File: config.mk
export PLATFORM = sky130hd
export DESIGN_NAME = store_burst_controller
export DESIGN_NICKNAME = d
export VERILOG_FILES = /design/src/rtl/store_burst_pkg.sv /design/src/rtl/burst_data_fifo.sv /design/src/rtl/store_burst_controller.sv
export SDC_FILE = /design/constraint.sdc
export NUM_CORES = 1
export LEC_CHECK = 0
export ABC_AREA = 1
export CAP_MARGIN = 30
export CORE_MARGIN = 2
export CORE_UTILIZATION = 30
export CTS_CLUSTER_SIZE = 8
export DETAILED_ROUTE_END_ITERATION = 8
export DONT_BUFFER_PORTS = 1
export GPL_TIMING_DRIVEN = 0
export PLACE_DENSITY_LB_ADDON = 0.08
export SLEW_MARGIN = 20
export SYNTH_ARGS = -nofsm -noshare
export SYNTH_HDL_FRONTEND = slang
export SYNTH_SLANG_ARGS = --single-unit
File: constraint.sdc
create_clock -name clk_i -period 5.9 [get_ports clk_i]
set_input_delay 0.295 -clock clk_i [delete_from_list [all_inputs] [get_ports clk_i]]
set_output_delay 0.295 -clock clk_i [all_outputs]
set_load 0.02 [all_outputs]
File: src/rtl/store_burst_pkg.sv
// Shared types and constants for the store burst controller and its data FIFO.
package store_burst_pkg;

  typedef enum logic [2:0] {
    IDLE,
    COLLECT,
    REQUEST,
    TRANSFER,
    WAIT_DONE
  } burst_state_t;

  localparam int BEAT_BYTES = 4;
  localparam int LEN_WIDTH  = 8;

  // Address the next store must carry to extend the current burst; wraps at 32 bits.
  function automatic logic [31:0] next_word_address(input logic [31:0] base,
                                                    input logic [8:0]  count);
    return base + (32'(count) * 32'(BEAT_BYTES));
  endfunction

endpackage

File: src/rtl/burst_data_fifo.sv
// Circular data buffer for collected stores: one write port, one registered read port,
// and a write-pointer rewind used to drop unvalidated entries on flush.
module burst_data_fifo #(
  parameter int DEPTH = 16,
  parameter int WIDTH = 32,
  localparam int PTR_W = $clog2(DEPTH)
) (
  input  logic             clk_i,
  input  logic             rst_n_i,
  input  logic             push_i,
  input  logic [WIDTH-1:0] push_data_i,
  input  logic             pull_i,
  input  logic             rewind_i,
  input  logic [PTR_W-1:0] rewind_count_i,
  output logic [WIDTH-1:0] rd_data_o
);

  logic [WIDTH-1:0] mem_q [DEPTH];
  logic [PTR_W-1:0] wr_ptr_q, wr_ptr_d;
  logic [PTR_W-1:0] rd_ptr_q, rd_ptr_d;
  logic [WIDTH-1:0] rd_data_q, rd_data_d;

  always_comb begin
    wr_ptr_d  = wr_ptr_q;
    rd_ptr_d  = rd_ptr_q;
    rd_data_d = rd_data_q;
    // Rewind wins over push so a flushed cycle never leaves a stale entry behind.
    if (rewind_i) begin
      wr_ptr_d = wr_ptr_q - rewind_count_i;
    end else if (push_i) begin
      wr_ptr_d = wr_ptr_q + PTR_W'(1);
    end
    if (pull_i) begin
      rd_data_d = mem_q[rd_ptr_q];
      rd_ptr_d  = rd_ptr_q + PTR_W'(1);
    end
  end

  always_ff @(posedge clk_i or negedge rst_n_i) begin
    if (!rst_n_i) begin
      wr_ptr_q  <= '0;
      rd_ptr_q  <= '0;
      rd_data_q <= '0;
    end else begin
      wr_ptr_q  <= wr_ptr_d;
      rd_ptr_q  <= rd_ptr_d;
      rd_data_q <= rd_data_d;
    end
  end

  always_ff @(posedge clk_i) begin
    if (push_i && !rewind_i) begin
      mem_q[wr_ptr_q] <= push_data_i;
    end
  end

  assign rd_data_o = rd_data_q;

endmodule

File: src/rtl/store_burst_controller.sv
// Gathers committed stores to consecutive words and writes them out as one memory burst
// once every collected store has been validated by writeback.
module store_burst_controller
  import store_burst_pkg::*;
#(
  parameter int BUFFER_DEPTH = 16,
  parameter int MAX_BURST    = 16,
  parameter int TIMEOUT      = 32
) (
  input  logic                 clk_i,
  input  logic                 rst_n_i,
  input  logic                 flush_i,
  input  logic                 st_valid_i,
  input  logic [31:0]          st_address_i,
  input  logic [31:0]          st_data_i,
  output logic                 st_ready_o,
  input  logic                 wb_valid_i,
  output logic                 mem_req_o,
  output logic [31:0]          mem_address_o,
  output logic [LEN_WIDTH-1:0] mem_burst_len_o,
  input  logic                 mem_req_ack_i,
  output logic [31:0]          mem_data_o,
  output logic                 mem_data_valid_o,
  output logic                 mem_data_last_o,
  input  logic                 mem_data_ready_i,
  input  logic                 mem_done_i,
  output logic                 idle_o
);

  localparam int PTR_W = $clog2(BUFFER_DEPTH);
  localparam logic [8:0] MAX_COUNT   = 9'(MAX_BURST);
  localparam logic [5:0] TIMEOUT_CYC = 6'(TIMEOUT);

  burst_state_t state_q, state_d;
  logic [31:0]  base_q, base_d;
  logic [8:0]   count_q, count_d;
  logic [8:0]   validated_q, validated_d;
  logic [8:0]   beats_q, beats_d;
  logic [5:0]   timer_q, timer_d;
  logic         data_valid_q, data_valid_d;

  logic         push, pull, rewind;
  logic         consecutive, can_accept, close, last_beat;
  logic [31:0]  fifo_rd_data;

  assign consecutive = (st_address_i == next_word_address(base_q, count_q));
  assign can_accept  = (count_q < MAX_COUNT) && consecutive;
  assign close       = ((count_q == MAX_COUNT) || (st_valid_i && !consecutive) ||
                        (timer_q == TIMEOUT_CYC)) &&
                       (validated_q == count_q) && (count_q != 9'd0);
  assign last_beat   = (state_q == TRANSFER) && data_valid_q &&
                       (beats_q == count_q - 9'd1);

  always_comb begin
    state_d         = state_q;
    base_d          = base_q;
    count_d         = count_q;
    validated_d     = validated_q;
    beats_d         = beats_q;
    timer_d         = timer_q;
    data_valid_d    = data_valid_q;
    push            = 1'b0;
    pull            = 1'b0;
    rewind          = 1'b0;
    st_ready_o      = 1'b0;
    mem_req_o       = 1'b0;
    mem_address_o   = '0;
    mem_burst_len_o = '0;

    unique case (state_q)
      IDLE: begin
        st_ready_o = 1'b1;
        if (st_valid_i && !flush_i) begin
          push        = 1'b1;
          base_d      = st_address_i;
          count_d     = 9'd1;
          validated_d = 9'd0;
          timer_d     = '0;
          state_d     = COLLECT;
        end
      end
      COLLECT: begin
        st_ready_o = can_accept;
        if (flush_i) begin
          count_d = validated_q;
          rewind  = 1'b1;
          timer_d = '0;
          if (validated_q == 9'd0) state_d = IDLE;
        end else begin
          push = st_valid_i && can_accept;
          if (push) begin
            count_d = count_q + 9'd1;
            timer_d = '0;
          end else if (timer_q < TIMEOUT_CYC) begin
            timer_d = timer_q + 6'd1;
          end
          if (wb_valid_i && (validated_q < count_q)) validated_d = validated_q + 9'd1;
          // A store accepted in the closing cycle would be unvalidated, so closing waits for it.
          if (close && !push) state_d = REQUEST;
        end
      end
      REQUEST: begin
        mem_req_o       = 1'b1;
        mem_address_o   = base_q;
        mem_burst_len_o = LEN_WIDTH'(count_q - 9'd1);
        if (mem_req_ack_i) begin
          pull         = 1'b1;
          data_valid_d = 1'b1;
          state_d      = TRANSFER;
        end
      end
      TRANSFER: begin
        if (data_valid_q && mem_data_ready_i) begin
          beats_d = beats_q + 9'd1;
          if (last_beat) begin
            data_valid_d = 1'b0;
            state_d      = WAIT_DONE;
          end else begin
            pull = 1'b1;
          end
        end
      end
      WAIT_DONE: begin
        if (mem_done_i) begin
          count_d     = 9'd0;
          validated_d = 9'd0;
          beats_d     = 9'd0;
          timer_d     = '0;
          state_d     = IDLE;
        end
      end
      default: state_d = IDLE;
    endcase
  end

  always_ff @(posedge clk_i or negedge rst_n_i) begin
    if (!rst_n_i) begin
      state_q      <= IDLE;
      base_q       <= '0;
      count_q      <= '0;
      validated_q  <= '0;
      beats_q      <= '0;
      timer_q      <= '0;
      data_valid_q <= 1'b0;
    end else begin
      state_q      <= state_d;
      base_q       <= base_d;
      count_q      <= count_d;
      validated_q  <= validated_d;
      beats_q      <= beats_d;
      timer_q      <= timer_d;
      data_valid_q <= data_valid_d;
    end
  end

  burst_data_fifo #(
    .DEPTH(BUFFER_DEPTH),
    .WIDTH(32)
  ) u_fifo (
    .clk_i         (clk_i),
    .rst_n_i       (rst_n_i),
    .push_i        (push),
    .push_data_i   (st_data_i),
    .pull_i        (pull),
    .rewind_i      (rewind),
    .rewind_count_i(PTR_W'(count_q - validated_q)),
    .rd_data_o     (fifo_rd_data)
  );

  assign mem_data_valid_o = data_valid_q;
  assign mem_data_o       = data_valid_q ? fifo_rd_data : '0;
  assign mem_data_last_o  = last_beat;
  assign idle_o           = (state_q == IDLE) && (count_q == 9'd0);

endmodule

==> reports/results.tsv, run 1 <==
metric	value	unit
holdPathEnd	state_q[2]	
rows	110	
io_pins	149	
critical_path_class	reg2reg	
ff2ff_path_depth	21	
fin_hold_ws	0.0945	ns
core_area	89900	um2
antenna_found_initial	10	
clkTransAtPathRegs	0.06	ns
drt-initial-drc-count	1775	
tightest_slew	1.05	ns
ys_types	48	
synth_area	27100	um2
finalClockSkew	0.0341	ns
fill_cells	8848	
post-route-drc-count	0	
io_buffers	0	
ant_nets	0	
synth_edf_count	512	
cts_buffers	88	
synth_cells	2464	
powerDensity	499	nW/um2
hp-class	in2reg	
die_w	305	um
place_ws	0.699	ns
vdd_drop_max	296	uV
grt_util_met2	33.6	%
required	6.25	ns
power_leakage	12.0	nW
max_slew_margin	29.9	%
floorplan.initialDensity	30.2	%
busiest_layer	met2	
worstPathMaxFanout	12	
final_cell_mix	512 x edfxtp_1, 431 x nand2_1, 293 x nor2_1, 200 x o21ai_0, 177 x inv_1	
hpwl	65.8	mm
max_cap_viol_count	0	
arrival	5.41	ns
async_flop_share	17.6	%
fin_nets	2768	
wl	96.3	mm
area_growth	21.0	%
r2r_slack	0.84	ns
pwr-share-clk	30.0	%
cp-end-kind	flop	
reg2reg_to	u_fifo.mem_q[5][9]	
die-area	92900	um2
first_pass_iters	5	
grtUsageTotal	20.5	%
power.share.switching	41.3	%
ctsResizeCount	0	
cts_setup_buffers	0	
crit_path_start_kind	flop	
layout-drive-gt1-share	6.63	%
report.final.slew_viol_count	0	
grt.met3_usage	4.26	%
fin_area	32800	um2
final_common_cell	edfxtp_1	
p_int	0.00963	W
min_from	st_valid_i	
clkLatencyLatePin	0.65	ns
p_seq_share	33.1	%
stdcell_count	3907	
wl_per_cell	24.7	um
fmax	0.198	GHz
vias	19800	
ctsHtreeMaxLevel	3	
place_congestion	0.845	
p_sw	0.00676	W
hold_violations	0	
yosys_warnings	0	
placedInstanceArea	29400	um2
die_h	305	um
finalCritPeriodShare	85.7	%
synth-seq-cells	621	
cts.sinks	621	
grt_pass1_wl	139	mm
yosysSeqAreaShare	66.7	%
placedCellCount	3670	
viasPerCell	5.07	
grt_overflow	0	
power_frac_comb	36.9	%
cts_root_buf	clkbuf_16	
synth_flop_cell	edfxtp_1	
setup_ws	0.841	ns
cts_tree	yes	
cts_buffer_depth	3	
syn_area_per_cell	11.0	um2
grt_pass1_vias	19700	
grt_use_met1	27.0	%
grt_max_degree	110	
rsz0062_at_grt	no	
finalSetupViolations	0	
outcome	completed	
whs_path_depth	6	
syn_nets	2575	
ctsHoldBuffers	70	
reg2reg_from	count_q[0]	
min_period	5.06	ns
-- routing by layer --
| layer | share of wire (%) | vias to the layer above | wire length, um |
|---|---|---|---|
| met2 | 47 | 634 | 45400 |
| met1 | 44 | 9912 | 42200 |
| met5 | 0.10 | - | 97 |
| met4 | 3.2 | 14 | 3130 |
| li1 | - | 9108 | - |
| met3 | 5.7 | 159 | 5520 |
-- how the worst max path moves through the flow --
stage	startpoint	to	slack [ns]	cells after the start
after CTS	count_q[0]	u_fifo.mem_q[5][9]	0.72	21
after global placement	count_q[0]	u_fifo.mem_q[6][10]	-1.89	19
after floorplan	count_q[0]	u_fifo.mem_q[0][0]	1.61	19
final	count_q[0]	u_fifo.mem_q[5][9]	0.84	21
after detailed placement	count_q[0]	u_fifo.mem_q[5][9]	0.70	21
after global routing	count_q[0]	u_fifo.mem_q[5][9]	0.45	21
-- cell usage after synthesis, types with 4 or more instances --
library cell	instances	area, um2
inv_2	5	18.8
a21oi_1	119	596
edfxtp_1	512	15400
dfrtp_1	109	2730
o21ai_2	4	35.0
fa_1	4	80.1
nor3_1	21	105
buf_1	9	33.8
nor2_1	309	1160
a221oi_1	37	324
nor4_1	6	37.5
nand2_1	431	1620
nand2_2	6	37.5
clkbuf_1	105	394
xor2_1	43	377
buf_2	6	30.0
o221ai_1	28	245
ha_1	35	438
a31oi_1	34	213
o22ai_1	41	257
nand3_1	125	626
inv_1	177	664
nand3b_1	5	37.5
nand4_1	42	263
xnor2_1	19	166
o21ai_0	200	1000
-- sequential cells by signal (all words and copies together), names as in the netlist --
| name | flops |
|---|---|
| u_fifo.mem_q | 512 |
| base_q | 32 |
| u_fifo.rd_data_o | 32 |
| beats_q | 9 |
| count_q | 9 |
| validated_q | 9 |
| timer_q | 6 |
| u_fifo.rd_ptr_q | 4 |
| u_fifo.wr_ptr_q | 4 |
| state_q | 3 |
| mem_data_valid_o | 1 |
-- stage by stage --
| stage | utilization (%) | power (W) | setup TNS (ns) |
|---|---|---|---|
| global route | 36.5 | 0.0173 | 0 |
| floorplan | - | 0.00901 | 0 |
| global placement | 31.8 | 0.0113 | -809.25 |
| detailed placement | 32.7 | 0.0115 | 0 |
| finish | 36.5 | 0.0164 | 0 |
| CTS | 36.5 | 0.0165 | 0 |
-- power groups by stage --
stage	clock network [W]	logic, W	registers (W)
after CTS	0.00503	0.00608	0.00543
after global routing	0.00520	0.00660	0.00547
after global placement	0	0.00581	0.00552
final	0.00492	0.00604	0.00543
after detailed placement	0	0.00594	0.00551
after floorplan	0	0.00359	0.00542
-- critical path, stage by stage, from the launching register on --
cell     delay (ns)
dfrtp_1        0.56
ha_1           0.37
fa_1           0.46
nand3_1        0.09
nand3_1        0.18
nand3_1        0.16
nand3_1        0.21
nand2_1        0.13
nand2_1        0.05
nand2_1        0.06
nand2_1        0.06
nor2_1         0.10
nand2_1        0.09
inv_1          0.06
nand2_1        0.08
nor2_2         0.26
nand4_1        0.30
nand2_1        0.25
nand2_1        0.28
nor2_4         0.59
buf_16         0.24
buf_16         0.17
-- layout make-up --
type	instances	area, um2	area share [%]
Multi-Input combinational cell	1536	7980	24.3
Tap cell	1176	1470	4.48
Timing Repair Buffer	103	1440	4.39
Buffer	121	473	1.44
Sequential cell	621	18100	55.1
Clock buffer	156	2530	7.70
Antenna cell	2	5.00	0.0152
Inverter	186	699	2.13
Clock inverter	6	139	0.423
-- cells by family after synthesis --
kind of cell | Yosys count | synth area share, %
xor gates and xnor gates | 63 | 2.08
AOI/OAI and AO/OA | 473 | 10.2
muxes | 1 | 0.0369
buffers and inverters | 307 | 4.32
and+or+nand+nor | 960 | 14.8
DFF | 621 | 66.7
adders and majority gates | 39 | 1.91
(Power assumes the default switching activity.)
==> run 2, diff against run 1 <==
--- a/config.mk
+++ b/config.mk
@@ -5,7 +5,7 @@
 export SDC_FILE = /design/constraint.sdc
 export NUM_CORES = 1
 export LEC_CHECK = 0
-export ABC_AREA = 1
+export ABC_AREA = 0
 export CAP_MARGIN = 30
 export CORE_MARGIN = 2
 export CORE_UTILIZATION = 30
==> run 2 against run 1 <==
Compared with the run above:
- synthesized area down 0.29%
- critical endpoint is now u_fifo.mem_q[1][12]
- clock power shrank 4.7%
- sequential power down 0.9%
- register-to-register slack worse by 0.45 ns
- critical path type unchanged
==> reports/results.tsv, run 2 <==
metric	value	unit	change
outcome	completed		
finalCritPeriodShare	93.3	%	+7.6 points
drt-initial-drc-count	1095		-38%
synth.area.top_cells	edfxtp_1 57%, dfrtp_1 10%, mux4_2 8.0%		
total_power	0.0152	W	-7.4%
core_area	89700	um2	-0.15%
grt_use_met1	23.0	%	-3.9 points
async_flop_share	17.6	%	unchanged
synth_most_common_cell	edfxtp_1		
rows	110		unchanged
syn_nets	1794		-30%
hold_violations	0		unchanged
post-route-drc-count	0		unchanged
grtUsageTotal	17.4	%	-3.2 points
vdd_drop_max	211	uV	-29%
critPathBufInv	5		+2
floorplan.initialDensity	30.1	%	-0.042 points
wl	80.5	mm	-16%
vias	16000		-19%
path_cells	ha_1, fa_1, a211oi_2, or3_1, nand4_1, nand4b_1, or4b_4, nor4_4, nand4_2, and2_4, buf_6, nor4b_4, buf_2, buf_2, buf_4, buf_2		
wl_per_cell	25.5	um	+3.5%
final_common_cell	edfxtp_1		
first_pass_iters	5		unchanged
clkTransAtPathRegs	0.06	ns	about the same
power_leakage	11.4	nW	-4.8%
yosys.area.top_type	edfxtp_1		
setup_ws	0.395	ns	-0.446 ns
slowest_stage	or4b_4		
io_buffers	0		unchanged
cts.sinks	621		unchanged
min_period	5.51	ns	+0.446 ns
grt_max_degree	110		unchanged
clkLatencyLatePin	0.63	ns	-0.02 ns
final_cell_mix	512 x edfxtp_1, 131 x clkbuf_1, 108 x dfrtp_1, 96 x mux4_2, 89 x clkbuf_16		
viasPerCell	5.08		+0.19%
finalClockSkew	0.0239	ns	-0.0102 ns
worstPathMaxFanout	11		-1
synth_flop_cell	edfxtp_1		
required	6.21	ns	-0.04 ns
cts_buffers	88		unchanged
r2r_slack	0.39	ns	-0.45 ns
rsz0062_at_grt	no		
grt_overflow	0		unchanged
grt_pass1_wl	118	mm	-15%
cp-end-kind	flop		
cts_root_buf	clkbuf_16		
yosysSeqAreaShare	66.9	%	+0.19 points
synth_area	27100	um2	-0.29%
critical_path_class	reg2reg		
synth_commonest_cells	512 x edfxtp_1, 109 x dfrtp_1, 96 x mux4_2, 84 x nor2_1		
max_cap_viol_count	0		unchanged
max_slew_margin	34.4	%	+4.5 points
die-area	92600	um2	-0.29%
ys_types	79		+65%
fin_setup_tns	0	ns	unchanged
arrival	5.81	ns	+0.40 ns
tightest_slew	0.984	ns	-0.0674 ns
place_congestion	0.766		-9.3%
largest_reg_flops	512		unchanged
fin_util	36.4	%	-0.15 points
busiest_layer	met2		
synth_edf_count	512		unchanged
crit_family	simple AND/OR/NAND/NOR gates		
io_pins	149		unchanged
grt_util_met2	29.7	%	-3.9 points
yosys_warnings	0		unchanged
path_common_cell	buf_2		
die_w	304	um	-0.14%
synth-seq-cells	621		unchanged
ant_nets	0		unchanged
powerDensity	465	nW/um2	-6.8%
report.final.slew_viol_count	0		unchanged
cts_tree	yes		
area_growth	20.7	%	
syn_area_per_cell	16.1	um2	+46%
synth_top_area_share	56.8	%	+0.17 points
place_ws	-0.370	ns	-1.07 ns
fmax	0.182	GHz	-8.1%
synth_cells	1683		-32%
fin_nets	2020		-27%
grt.met3_usage	2.87	%	-1.4 points
layout-drive-gt1-share	18.3	%	+12 points
finalSetupViolations	0		unchanged
ctsHtreeMaxLevel	3		unchanged
antenna_found_initial	5		-5
die_h	304	um	-0.14%
hpwl	54.9	mm	-17%
crit_path_start_kind	flop		
regMostFlops	u_fifo.mem_q		
cts_setup_buffers	0		unchanged
grt_pass1_vias	16800		-15%
hp-class	in2reg		
cts_buffer_depth	3		unchanged
slowest_delay	0.56	ns	-0.03 ns
[run 2: report_power, final]
part | internal, W | switching (W) | total [W] | leakage, nW
logic | 0.00201 | 0.00310 | 0.00511 | 4.29
clock network | 0.00283 | 0.00186 | 0.00469 | 1.21
registers | 0.00508 | 0.000296 | 0.00538 | 5.93
total | 0.00992 | 0.00526 | 0.0152 | 11.4
[run 2: layout make-up]
class	count	area (um2)
multi-input combinational	936	8550
buffer	94	408
sequential	621	18100
timing repair buffer	136	1460
tap	1176	1470
clock inverter	4	46.3
inverter	32	120
fill	8555	57100
clock buffer	154	2490
antenna	1	2.50
[run 2: tightest hold or removal path, stage by stage]
cell,delay (ns)
nand2b_1,0.05
a21oi_1,0.06
nand4_1,0.13
o21ai_0,0.09
[run 2: final timing paths]
check | from | end | cells past startpoint
setup / recovery | count_q[0] | u_fifo.mem_q[1][12] | 16
hold / removal | wb_valid_i | validated_q[0] | 4
setup reg to reg | count_q[0] | u_fifo.mem_q[1][12] | 16
hold reg to reg | u_fifo.rd_data_o[2] | u_fifo.rd_data_o[2] | 2
max in group asynchronous | rst_n_i | u_fifo.rd_data_o[11] | 2
min in group asynchronous | rst_n_i | base_q[13] | 2
[run 2: kinds of logic after synthesis]
group | after synthesis | share of synthesized area [%]
flip-flops | 621 | 66.9
XOR/XNOR | 64 | 2.22
adder cells (fa/ha/maj) | 39 | 1.91
buffers and inverters | 126 | 1.91
AND/OR/NAND/NOR | 371 | 7.78
AO/OA/AOI/OAI | 256 | 7.00
multiplexers | 206 | 12.2
[run 2: timing repair]
item                       in CTS  in global routing
hold endpoints to repair      656                  0
setup endpoints to repair      35                 15
hold buffers                   68                  0
resized for setup               3                  2
[run 2: layer usage]
metal  wire [um]  up-vias  share of wire, %
li1            -     7164                 -
met1       35300     8409                44
met2       40300      358                50
met3        3530       99               4.4
met4        1370        6               1.7
met5          31        -             0.038
[run 2: stage by stage]
stage	area (um2)	cells	hold WS, ns
finish	32700	3154	0.0512
detailed placement	29400	2926	0.00582
floorplan	27100	1683	-0.000591
CTS	32600	3152	0.00932
global placement	28500	2859	0.00419
global route	32700	3154	0.0549
